`src/rtl/hex8_disp_arb.sv`:
```
// Round-robin arbiter sharing one hex8 seven-segment display between four sources.
// Each grant holds the display for a fixed dwell slot, then rotates, extends, or idles.
module hex8_disp_arb #(
  parameter int unsigned DWELL_CYCLES = 50_000_000,
  parameter bit          BLANK_IDLE   = 1'b1
) (
  input  logic         clk_i,
  input  logic         reset_i,
  input  logic [3:0]   req_i,
  input  logic [127:0] req_data_i,
  output logic [3:0]   grant_o,
  output logic [3:0]   ack_o,
  output logic         busy_o,
  output logic         disp_en_o,
  output logic [31:0]  disp_data_o
);

  localparam int NUM_SRC = 4;
  localparam int CNT_W   = $clog2(DWELL_CYCLES);
  localparam logic [CNT_W-1:0] RELOAD = CNT_W'(DWELL_CYCLES - 1);

  typedef enum logic {IDLE, SHOW} state_e;

  state_e                   state_q, state_d;
  logic [1:0]               ptr_q, ptr_d;
  logic [CNT_W-1:0]         cnt_q, cnt_d;
  logic [NUM_SRC-1:0]       grant_q, grant_d;
  logic [NUM_SRC-1:0]       ack_q, ack_d;
  logic                     busy_q, busy_d;
  logic                     en_q, en_d;
  logic [31:0]              data_q, data_d;

  logic [NUM_SRC-1:0][31:0] word;
  logic                     oth_vld;
  logic [1:0]               oth_idx;
  logic                     take;
  logic [1:0]               take_idx;

  assign word = req_data_i;

  // Nearest requester after ptr, excluding ptr itself; scanning backwards lets
  // the closest one overwrite the farther ones.
  always_comb begin
    oth_vld = 1'b0;
    oth_idx = ptr_q;
    for (int k = NUM_SRC - 1; k >= 1; k--) begin
      if (req_i[ptr_q + 2'(k)]) begin
        oth_vld = 1'b1;
        oth_idx = ptr_q + 2'(k);
      end
    end
  end

  always_comb begin
    state_d  = state_q;
    ptr_d    = ptr_q;
    cnt_d    = cnt_q;
    grant_d  = grant_q;
    ack_d    = '0;
    busy_d   = busy_q;
    en_d     = en_q;
    data_d   = data_q;
    take     = 1'b0;
    take_idx = oth_idx;

    unique case (state_q)
      IDLE: begin
        if (oth_vld || req_i[ptr_q]) begin
          take     = 1'b1;
          take_idx = oth_vld ? oth_idx : ptr_q;
        end
      end
      SHOW: begin
        if (cnt_q != '0) begin
          cnt_d = cnt_q - 1'b1;
          if (req_i[ptr_q]) data_d = word[ptr_q];
        end else if (oth_vld) begin
          take = 1'b1;
        end else if (req_i[ptr_q]) begin
          cnt_d  = RELOAD;
          data_d = word[ptr_q];
        end else begin
          state_d = IDLE;
          grant_d = '0;
          busy_d  = 1'b0;
          en_d    = ~BLANK_IDLE;
        end
      end
      default: ;
    endcase

    // New slot: shared by the IDLE grant and the direct SHOW->SHOW switch.
    if (take) begin
      state_d = SHOW;
      ptr_d   = take_idx;
      cnt_d   = RELOAD;
      grant_d = NUM_SRC'(1) << take_idx;
      ack_d   = NUM_SRC'(1) << take_idx;
      busy_d  = 1'b1;
      en_d    = 1'b1;
      data_d  = word[take_idx];
    end
  end

  always_ff @(posedge clk_i) begin
    if (reset_i) begin
      state_q <= IDLE;
      ptr_q   <= 2'd3;
      cnt_q   <= '0;
      grant_q <= '0;
      ack_q   <= '0;
      busy_q  <= 1'b0;
      en_q    <= 1'b0;
      data_q  <= '0;
    end else begin
      state_q <= state_d;
      ptr_q   <= ptr_d;
      cnt_q   <= cnt_d;
      grant_q <= grant_d;
      ack_q   <= ack_d;
      busy_q  <= busy_d;
      en_q    <= en_d;
      data_q  <= data_d;
    end
  end

  assign grant_o     = grant_q;
  assign ack_o       = ack_q;
  assign busy_o      = busy_q;
  assign disp_en_o   = en_q;
  assign disp_data_o = data_q;

endmodule
```
`config.mk`:
```
export PLATFORM = sky130hd
export DESIGN_NAME = hex8_disp_arb
export DESIGN_NICKNAME = d
export VERILOG_FILES = /design/src/rtl/hex8_disp_arb.sv
export SDC_FILE = /design/constraint.sdc
export NUM_CORES = 1
export LEC_CHECK = 0
export ABC_AREA = 1
export ABC_CLOCK_PERIOD_IN_PS = 3370
export BUFFER_PORTS_ARGS = -buffer_cell sky130_fd_sc_hd__buf_2
export CAP_MARGIN = 15
export CORE_ASPECT_RATIO = 0.9
export CORE_MARGIN = 2
export CORE_UTILIZATION = 40
export CTS_CLUSTER_SIZE = 24
export DETAILED_ROUTE_END_ITERATION = 16
export GPL_TIMING_DRIVEN = 0
export PLACE_DENSITY_LB_ADDON = 0.25
export RECOVER_POWER = 100
export SLEW_MARGIN = 30
export SYNTH_ARGS = -nofsm -noshare
export SYNTH_HDL_FRONTEND = slang
export SYNTH_SLANG_ARGS = --single-unit
```
`constraint.sdc`:
```
create_clock -name clk_i -period 3.37 [get_ports clk_i]
set_input_delay 0.1685 -clock clk_i [delete_from_list [all_inputs] [get_ports clk_i]]
set_output_delay 0.1685 -clock clk_i [all_outputs]
set_load 0.005 [all_outputs]
```
==> results of run 1 <==
[report_power, final]
group          internal (W)  leakage (nW)  switching, W
Clock              0.000568         0.139      0.000374
Combinational       0.00158          2.86       0.00291
Sequential          0.00106         0.580      0.000151
[synth_stat cells]
cell type	count	area (um^2)
clkbuf_1	24	90.1
clkinv_4	1	8.76
a31oi_1	37	231
or2_0	1	6.26
a21oi_1	82	410
xor2_1	9	78.8
nor2_1	41	154
nand3_1	113	566
a31o_2	32	280
ha_1	1	12.5
nand3b_1	2	15.0
a221oi_1	3	26.3
or3_1	1	6.26
buf_2	19	95.1
o221a_2	1	11.3
inv_1	32	120
nand4_1	1	6.26
o21ai_4	2	32.5
nand2_4	2	22.5
dfxtp_1	70	1400
clkinv_1	1	3.75
o21ai_0	39	195
nor3b_2	1	12.5
inv_2	7	26.3
and2_1	2	12.5
o21ai_1	16	80.1
nor3_1	6	30.0
nand2_2	7	43.8
nor2_2	5	31.3
nand3_2	3	30.0
nand2_1	406	1520
buf_4	15	113
nor2_8	2	40.0
buf_6	12	135
or2_2	1	6.26
xnor2_1	1	8.76
nor2_4	3	33.8
o211ai_1	1	7.51
buf_1	3	11.3
nor3_2	1	10.0
[cell type report]
| type | count | area (um^2) |
|---|---|---|
| fill | 1597 | 7340 |
| timing repair buffer | 175 | 848 |
| antenna | 2 | 5.00 |
| inverter | 41 | 159 |
| clock buffer | 11 | 233 |
| buffer | 73 | 439 |
| clock inverter | 4 | 48.8 |
| tap | 198 | 248 |
| multi-input combinational | 822 | 3890 |
| sequential | 70 | 1400 |
[registers in the layout, summed over array words and instances (netlist names)]
name         cells
disp_data_o     32
cnt_q           26
ack_o            4
grant_o          4
ptr_q            2
disp_en_o        1
state_q          1
[worst max-delay path: stages, from the launching register on]
cell and delay, ns:
dfxtp_1 0.31, inv_1 0.10, ha_1 0.22, nand2_1 0.09
nor2_1 0.22, nand3_1 0.23, nor2_1 0.22, nand2_1 0.16
nor2_4 0.15, nor2_1 0.10, nor2_8 0.25, nor2_2 0.11
o21ai_0 0.27, nor2_1 0.12
[layer usage]
metal	up-vias	global-route usage	wire length [um]
met1	3487	0.389	9980
li1	3735	-	-
met4	0	0.117	785
met5	-	0	0
met3	67	0.0608	2430
met2	484	0.434	9780
[metrics by stage]
step | worst slack (ns) | std cells | hold WS [ns] | cell area (um^2) | power [W]
global route | 0.444 | 1396 | 0.236 | 7270 | 0.00717
finish | 0.679 | 1396 | 0.217 | 7270 | 0.00665
global placement | 1.04 | 1379 | 0.451 | 7050 | 0.00562
CTS | 1.00 | 1394 | 0.219 | 7330 | 0.00660
detailed placement | 1.01 | 1379 | 0.451 | 7050 | 0.00563
floorplan | 1.40 | 1006 | 0.352 | 5930 | 0.00434
[cell families after synthesis]
group	count (synthesis)
AND/OR/NAND/NOR	598
AO/OA/AOI/OAI	213
buffers and inverters	114
flip-flops	70
XOR/XNOR	10
adder cells (fa/ha/maj)	1
[how the worst max path moves through the flow]
stage	startpoint	to	slack, ns	depth (start not counted)
2_1_floorplan	cnt_q[0]	ptr_q[0]	1.40	14
3_3_place_gp	cnt_q[0]	disp_data_o[9]	1.04	14
3_5_place_dp	cnt_q[0]	disp_data_o[9]	1.01	14
4_1_cts	cnt_q[0]	disp_data_o[9]	1.00	14
5_1_grt	cnt_q[0]	ptr_q[0]	0.44	14
6_report	cnt_q[0]	cnt_q[18]	0.68	13
==> results.yml, run 1 <==
floorplanning:
  top_level_ports: 176
  die_area_um2: 15800
  core_area_um2: 14600
  die_h_um: 120
  start_util: 0.406
  die_w_um: 132
  rows: 42
cts:
  cts_buffer_depth: 2
  cts_setup_buffers: 0
  cts_tree: "built"
  holdBufCountCts: 0
  insertion_delay_ns: 0.34
  clock_sinks: 70
  clk_pin_slew_worst_paths_ns: 0.06
  clockRootBuffer: "clkbuf_16"
  numCtsBuffers: 9
  cts-resized-gates: 0
  htreeDepth: 3
setup_path:
  critPathRequiredTime_ns: 3.57
  reg2reg_depth: 13
  crit_type: "reg -> reg"
  startpoint_type: "flip-flop"
  cp.arrival_ns: 2.89
  reg2reg_slack_ns: 0.68
  crit_fanout: 8
  r2r-start: "cnt_q[0]"
  worstReg2RegEnd: "cnt_q[18]"
  end_kind: "flip-flop"
sta:
  skew_ns: 0.00664
  slew_violations: 0
  rsz0062_at_grt: "no"
  finalCritPeriodShare: 0.799
  hold_viol_final: 0
  tightest_slew_ns: 0.783
  slew_headroom: 0.478
  fmax_ghz: 0.372
  tns_ns: 0
  setup_viol: 0
  fin_crit_ns: 2.69
routing:
  detail-route-antenna-nets: 0
  wl_per_cell_um: 16.5
  wl_um: 23000
  drc: 0
  routed_via_density: 5.57
  dr_total_vias: 7773
  firstDrtPassIters: 5
  drt_iter0_markers: 882
place:
  gp_congestion: 0.938
  io_buffers: 175
  post-dp-hpwl_um: 17000
logic_synthesis:
  synth-simple-area-share: 0.430
  synth_top_family_by_area: "simple AND/OR/NAND/NOR gates"
  synthXorXnorAreaFrac: 0.0148
  syn_area_um2: 5930
  synth_warnings: 0
  ys_seq_elements: 70
  synth.distinct_cells: 40
  synth_compound_area_frac: 0.215
  synthMuxAreaShare: 0
  synth_nets: 1141
  synth.avg_cell_area_um2: 5.89
  synth.yosys.seq_area_share: 0.236
  synthAdderAreaFrac: 0.00211
  syn_inst: 1006
layout:
  drive_above_1_share: 0.227
  syn_to_final_growth_pct: 22.6
  layout.nets: 1327
  postLayoutCoreUtil: 0.498
  layout_commonest_cell: "nand2_1"
  final_cell_mix: "nand2_1 (409), buf_2 (171), nand3_1 (114)"
grt:
  gr-total-overflow: 0
  grt_start_max_net_pins: 12
  grt_pass1_vias: 6831
  grt_use_total: 0.284
  antenna_found_initial: 2
  grt_pass1_wl_um: 35800
worst_hold_path:
  hold_depth: 3
  min_to: "ptr_q[1]"
  min_from: "reset_i"
  hold_path.class: "in -> reg"
power_and_ir_drop:
  leakage_nw: 3.58
  vdd_ir_drop_max_v: 0.000482
  p_per_area_nw_per_um2: 914
job:
  cap_violations: 0
run_status:
  status: "complete, no violations"
(Power assumes the default switching activity.)
==> run 2, diff against run 1 <==
--- a/config.mk
+++ b/config.mk
@@ -6,7 +6,7 @@
 export NUM_CORES = 1
 export LEC_CHECK = 0
 export ABC_AREA = 1
-export ABC_CLOCK_PERIOD_IN_PS = 3370
+export ABC_CLOCK_PERIOD_IN_PS = 2620
 export BUFFER_PORTS_ARGS = -buffer_cell sky130_fd_sc_hd__buf_2
 export CAP_MARGIN = 15
 export CORE_ASPECT_RATIO = 0.9
==> constraint.sdc (replaced) <==
create_clock -name clk_i -period 2.62 [get_ports clk_i]
set_input_delay 0.131 -clock clk_i [delete_from_list [all_inputs] [get_ports clk_i]]
set_output_delay 0.131 -clock clk_i [all_outputs]
set_load 0.005 [all_outputs]
==> run 2 against run 1 <==
Against the previous run:
- clock skew about the same
- routed wire length about the same
- critical endpoint unchanged
- largest cell class unchanged
- power rose by 29%
- cell count stayed put
- largest power group unchanged
==> results.yml, run 2 (synthesis results as in run 1) <==
cts:
  htreeDepth: 3
  numCtsBuffers: 9
  clock_sinks: 70
  cts_setup_buffers: 0
  cts-resized-gates: 0
  insertion_delay_ns: 0.34
  clk_pin_slew_worst_paths_ns: 0.06
  cts_buffer_depth: 2
  holdBufCountCts: 0
  clockRootBuffer: "clkbuf_16"
  cts_tree: "built"
sta:
  finalCritPeriodShare: 0.923
  slew_headroom: 0.494
  fmax_ghz: 0.414
  fin_crit_ns: 2.42
  hold_viol_final: 0
  rsz0062_at_grt: "no"
  setup_viol: 0
  tns_ns: 0
  slew_violations: 0
  skew_ns: 0.00674
  tightest_slew_ns: 0.759
  finalWorstSetupSlack_ns: 0.202
place:
  post-dp-hpwl_um: 17000
  gp_congestion: 0.938
  place_inst: 1379
  io_buffers: 175
  dp_slack_ns: 0.261
  postPlaceCellArea_um2: 7050
worst_hold_path:
  hold_path.class: "in -> reg"
  min_from: "reset_i"
floorplanning:
  core_area_um2: 14600
  die_w_um: 132
  top_level_ports: 176
  start_util: 0.406
  rows: 42
  die_area_um2: 15800
  die_h_um: 120
layout:
  finalNonFillerCells: 1396
  largest_reg_flops: 32
  drive_above_1_share: 0.231
  multiInputGateArea_um2: 3910
  layout.nets: 1327
  final_cell_mix: "nand2_1 (409), buf_2 (171), nand3_1 (113)"
  design_area_um2: 7300
  fill_cells: 1592
  syn_to_final_growth_pct: 23.1
  layout_commonest_cell: "nand2_1"
  seq_area_um2: 1400
grt:
  antenna_found_initial: 2
  grt_pass1_wl_um: 35800
  grt_start_max_net_pins: 12
  gr-total-overflow: 0
  grt_pass1_vias: 6831
  grt_use_total: 0.284
routing:
  routed_via_density: 5.51
  detail-route-antenna-nets: 0
  firstDrtPassIters: 8
  drc: 0
  wl_per_cell_um: 16.5
  drt_iter0_markers: 850
  wl_um: 23000
  dr_total_vias: 7698
setup_path:
  crit_fanout: 8
  cp.arrival_ns: 2.63
  critPathRequiredTime_ns: 2.83
  crit_path_start: "cnt_q[0]"
  end_kind: "flip-flop"
  r2r-start: "cnt_q[0]"
  crit_type: "reg -> reg"
  startpoint_type: "flip-flop"
run_status:
  status: "complete, no violations"
power_and_ir_drop:
  vdd_ir_drop_max_v: 0.000617
  leakage_nw: 3.60
  total_power_w: 0.00856
  p_per_area_nw_per_um2: 1170
job:
  cap_violations: 0
## run 2: changes by cell type in the layout (fill, tap and decap cells not counted)
cell	before	now
clkbuf_1	49	48
nand3_2	2	3
nor2_1	44	41
nor2_2	4	5
nand3_1	114	113
o21ai_1	12	14
o21ai_0	43	41
buf_4	13	14
nor2_4	1	3
## run 2: layout make-up
type | count | share of cell area
clock buffer | 11 | 0.0319
inverter | 41 | 0.0218
sequential | 70 | 0.192
tap | 198 | 0.0339
antenna | 2 | 0.000686
timing repair buffer | 175 | 0.116
clock inverter | 4 | 0.00669
multi-input combinational | 822 | 0.536
buffer | 73 | 0.0607
## run 2: worst paths after layout
check | to | slack [ns] | depth (start not counted)
min | ptr_q[1] | 0.18 | 3
max | cnt_q[18] | 0.20 | 13
min reg2reg | disp_data_o[26] | 0.46 | 2
max reg2reg | cnt_q[18] | 0.20 | 13
## run 2: metrics by stage
step,hold WS (ns),utilization
final,0.182,0.500
after global routing,0.200,0.500
after CTS,0.182,0.502
after detailed placement,0.451,0.483
after global placement,0.451,0.483
after floorplan,0.314,-
## run 2: routing by layer
layer / wire [um] / vias up / GRT usage / share of wire
met1: 10000 / 3450 / 0.389 / 0.44
met5: 0 / - / 0 / 0
li1: - / 3733 / - / -
met3: 2400 / 59 / 0.0608 / 0.10
met4: 761 / 0 / 0.117 / 0.033
met2: 9800 / 456 / 0.434 / 0.43
## run 2: worst max-delay path, cell delays in order, from the launching register on
cell	delay, ns
dfxtp_1	0.31
inv_1	0.10
ha_1	0.22
nand2_1	0.12
nor2_4	0.14
nand3_2	0.14
nor2_2	0.17
nand2_1	0.15
nor2_4	0.17
nor2_4	0.06
nor2_8	0.24
nor2_2	0.11
o21ai_1	0.26
nor2_1	0.10
## run 2: power breakdown
group          total (W)  switching (W)  internal, W
sequential       0.00156       0.000196      0.00137
combinational    0.00578        0.00374      0.00204
clock            0.00121       0.000482     0.000731
total            0.00856        0.00442      0.00414
==> run 3, diff against run 2 <==
--- a/config.mk
+++ b/config.mk
@@ -6,18 +6,19 @@
 export NUM_CORES = 1
 export LEC_CHECK = 0
 export ABC_AREA = 1
-export ABC_CLOCK_PERIOD_IN_PS = 2620
+export ABC_CLOCK_PERIOD_IN_PS = 2630
 export BUFFER_PORTS_ARGS = -buffer_cell sky130_fd_sc_hd__buf_2
 export CAP_MARGIN = 15
 export CORE_ASPECT_RATIO = 0.9
 export CORE_MARGIN = 2
 export CORE_UTILIZATION = 40
+export CTS_BUF_LIST = sky130_fd_sc_hd__clkbuf_8
 export CTS_CLUSTER_SIZE = 24
 export DETAILED_ROUTE_END_ITERATION = 16
 export GPL_TIMING_DRIVEN = 0
 export PLACE_DENSITY_LB_ADDON = 0.25
 export RECOVER_POWER = 100
-export SLEW_MARGIN = 30
+export SLEW_MARGIN = 20
 export SYNTH_ARGS = -nofsm -noshare
 export SYNTH_HDL_FRONTEND = slang
 export SYNTH_SLANG_ARGS = --single-unit
==> constraint.sdc (replaced) <==
create_clock -name clk_i -period 2.63 [get_ports clk_i]
set_input_delay 0.1315 -clock clk_i [delete_from_list [all_inputs] [get_ports clk_i]]
set_output_delay 0.1315 -clock clk_i [all_outputs]
set_load 0.005 [all_outputs]
==> run 3 against run 2 <==
Against the previous run:
- worst setup slack improved by 0.012 ns
- sequential share of layout area rose by 0.27 points
- register-to-register slack barely moved
- hold slack got worse by 0.044 ns
- design area fell by 1.4%
- sequential power barely moved
- critical path type unchanged
- highest routed layer unchanged
==> results.yml, run 3 (synthesis results as in run 1) <==
setup_path:
  critPathRequiredTime_ns: 2.86
  path_cells: "inv_1 -> ha_1 -> nand2_1 -> nor2_4 -> nand3_2 -> nor2_2 -> nand2_1 -> nor2_4 -> nor2_4 -> nor2_8 -> buf_6 -> nand3_1 -> nand2_1 -> a21oi_1"
  startpoint_type: "flip-flop"
  crit_type: "reg -> reg"
  critPathMaxStageDelay_ns: 0.31
  crit_buf_inv: 2
  crit_family: "simple AND/OR/NAND/NOR gates"
  end_kind: "flip-flop"
  crit_fanout: 10
  slowest_stage: "dfxtp_1"
  cp.arrival_ns: 2.64
sta:
  tightest_slew_ns: 0.769
  fmax_ghz: 0.414
  skew_ns: 0.0101
  rsz0062_at_grt: "no"
  tns_ns: 0
  slew_violations: 0
  slew_headroom: 0.488
  fin_crit_ns: 2.42
  finalCritPeriodShare: 0.919
  hold_viol_final: 0
  setup_viol: 0
layout:
  syn_to_final_growth_pct: 21.4
  layout_commonest_cell: "nand2_1"
  seq_area_um2: 1400
  final_cell_mix: "nand2_1 (409), buf_2 (171), nand3_1 (113)"
  drive_above_1_share: 0.231
  largest_reg_flops: 32
  multiInputGateArea_um2: 3910
  layout.nets: 1327
  fill_cells: 1613
  finalNonFillerCells: 1396
place:
  io_buffers: 175
  place_inst: 1379
  post-dp-hpwl_um: 17000
  gp_congestion: 0.938
routing:
  firstDrtPassIters: 7
  detail-route-antenna-nets: 0
  drc: 0
  routed_via_density: 5.56
  wl_um: 23000
  wl_per_cell_um: 16.5
  drt_iter0_markers: 887
  dr_total_vias: 7756
cts:
  cts-resized-gates: 0
  cts_setup_buffers: 0
  htreeDepth: 3
  cts_tree: "built"
  clockRootBuffer: "clkbuf_8"
  numCtsBuffers: 9
  clock_sinks: 70
  holdBufCountCts: 0
  cts_buffer_depth: 2
  insertion_delay_ns: 0.38
  clk_pin_slew_worst_paths_ns: 0.08
floorplanning:
  die_w_um: 132
  top_level_ports: 176
  die_h_um: 120
  start_util: 0.406
  rows: 42
  core_area_um2: 14600
  die_area_um2: 15800
grt:
  antenna_found_initial: 2
  grt_start_max_net_pins: 12
  gr-total-overflow: 0
  grt_pass1_wl_um: 35700
  grt_pass1_vias: 6847
  grt_use_total: 0.283
run_status:
  status: "complete, no violations"
job:
  cap_violations: 0
worst_hold_path:
  hold_path.class: "in -> reg"
power_and_ir_drop:
  vdd_ir_drop_max_v: 0.000520
  p_per_area_nw_per_um2: 1140
  leakage_nw: 3.56
-- run 3: changes by cell type in the layout (fill, tap and decap cells not counted), sizes merged --
cell	delta
clkbuf	-2
inv	+2
-- run 3: cell type report --
type	instances	area share
multi-input cells	822	0.544
flip-flops and latches	70	0.195
repair buffers	175	0.118
plain buffers	73	0.0615
well taps	198	0.0344
inverters	41	0.0221
clock buffers	9	0.0172
clock inverters	6	0.00782
diodes	2	0.000695
-- run 3: worst register-to-register path: cells and delay by family (launching register included) --
kind	cells	cell delay (ns)
buf+inv	2	0.31
compound gates	1	0.07
simple gates	10	1.37
flops	1	0.31
fa+ha+maj	1	0.22
-- run 3: path summary, 6_finish.rpt --
kind	cells past startpoint	slack (ns)	to	startpoint
setup / recovery	14	0.21	disp_data_o[18]	cnt_q[0]
setup reg to reg	14	0.21	disp_data_o[18]	cnt_q[0]
hold / removal	3	0.14	ptr_q[1]	reset_i
hold reg to reg	2	0.46	disp_data_o[26]	disp_data_o[26]
-- run 3: per-layer routing --
layer	wire length [um]	global-route usage
met1	10100	0.388
met2	9810	0.433
met3	2380	0.0596
met4	742	0.119
met5	0	0
-- run 3: stage by stage --
stage               power, W  setup WS, ns  utilization  cell area, um^2  hold slack [ns]
detailed placement   0.00722         0.271        0.483             7050            0.451
CTS                  0.00811         0.260        0.495             7230            0.135
finish               0.00820         0.214        0.493             7200            0.139
floorplan            0.00556         0.662            -             5930            0.315
global placement     0.00720         0.304        0.483             7050            0.451
global route         0.00885        0.0500        0.493             7200            0.167
-- run 3: power breakdown --
group	switching [W]	internal [W]	total, W
Sequential	0.000195	0.00136	0.00155
Clock	0.000450	0.000425	0.000875
Combinational	0.00374	0.00203	0.00577
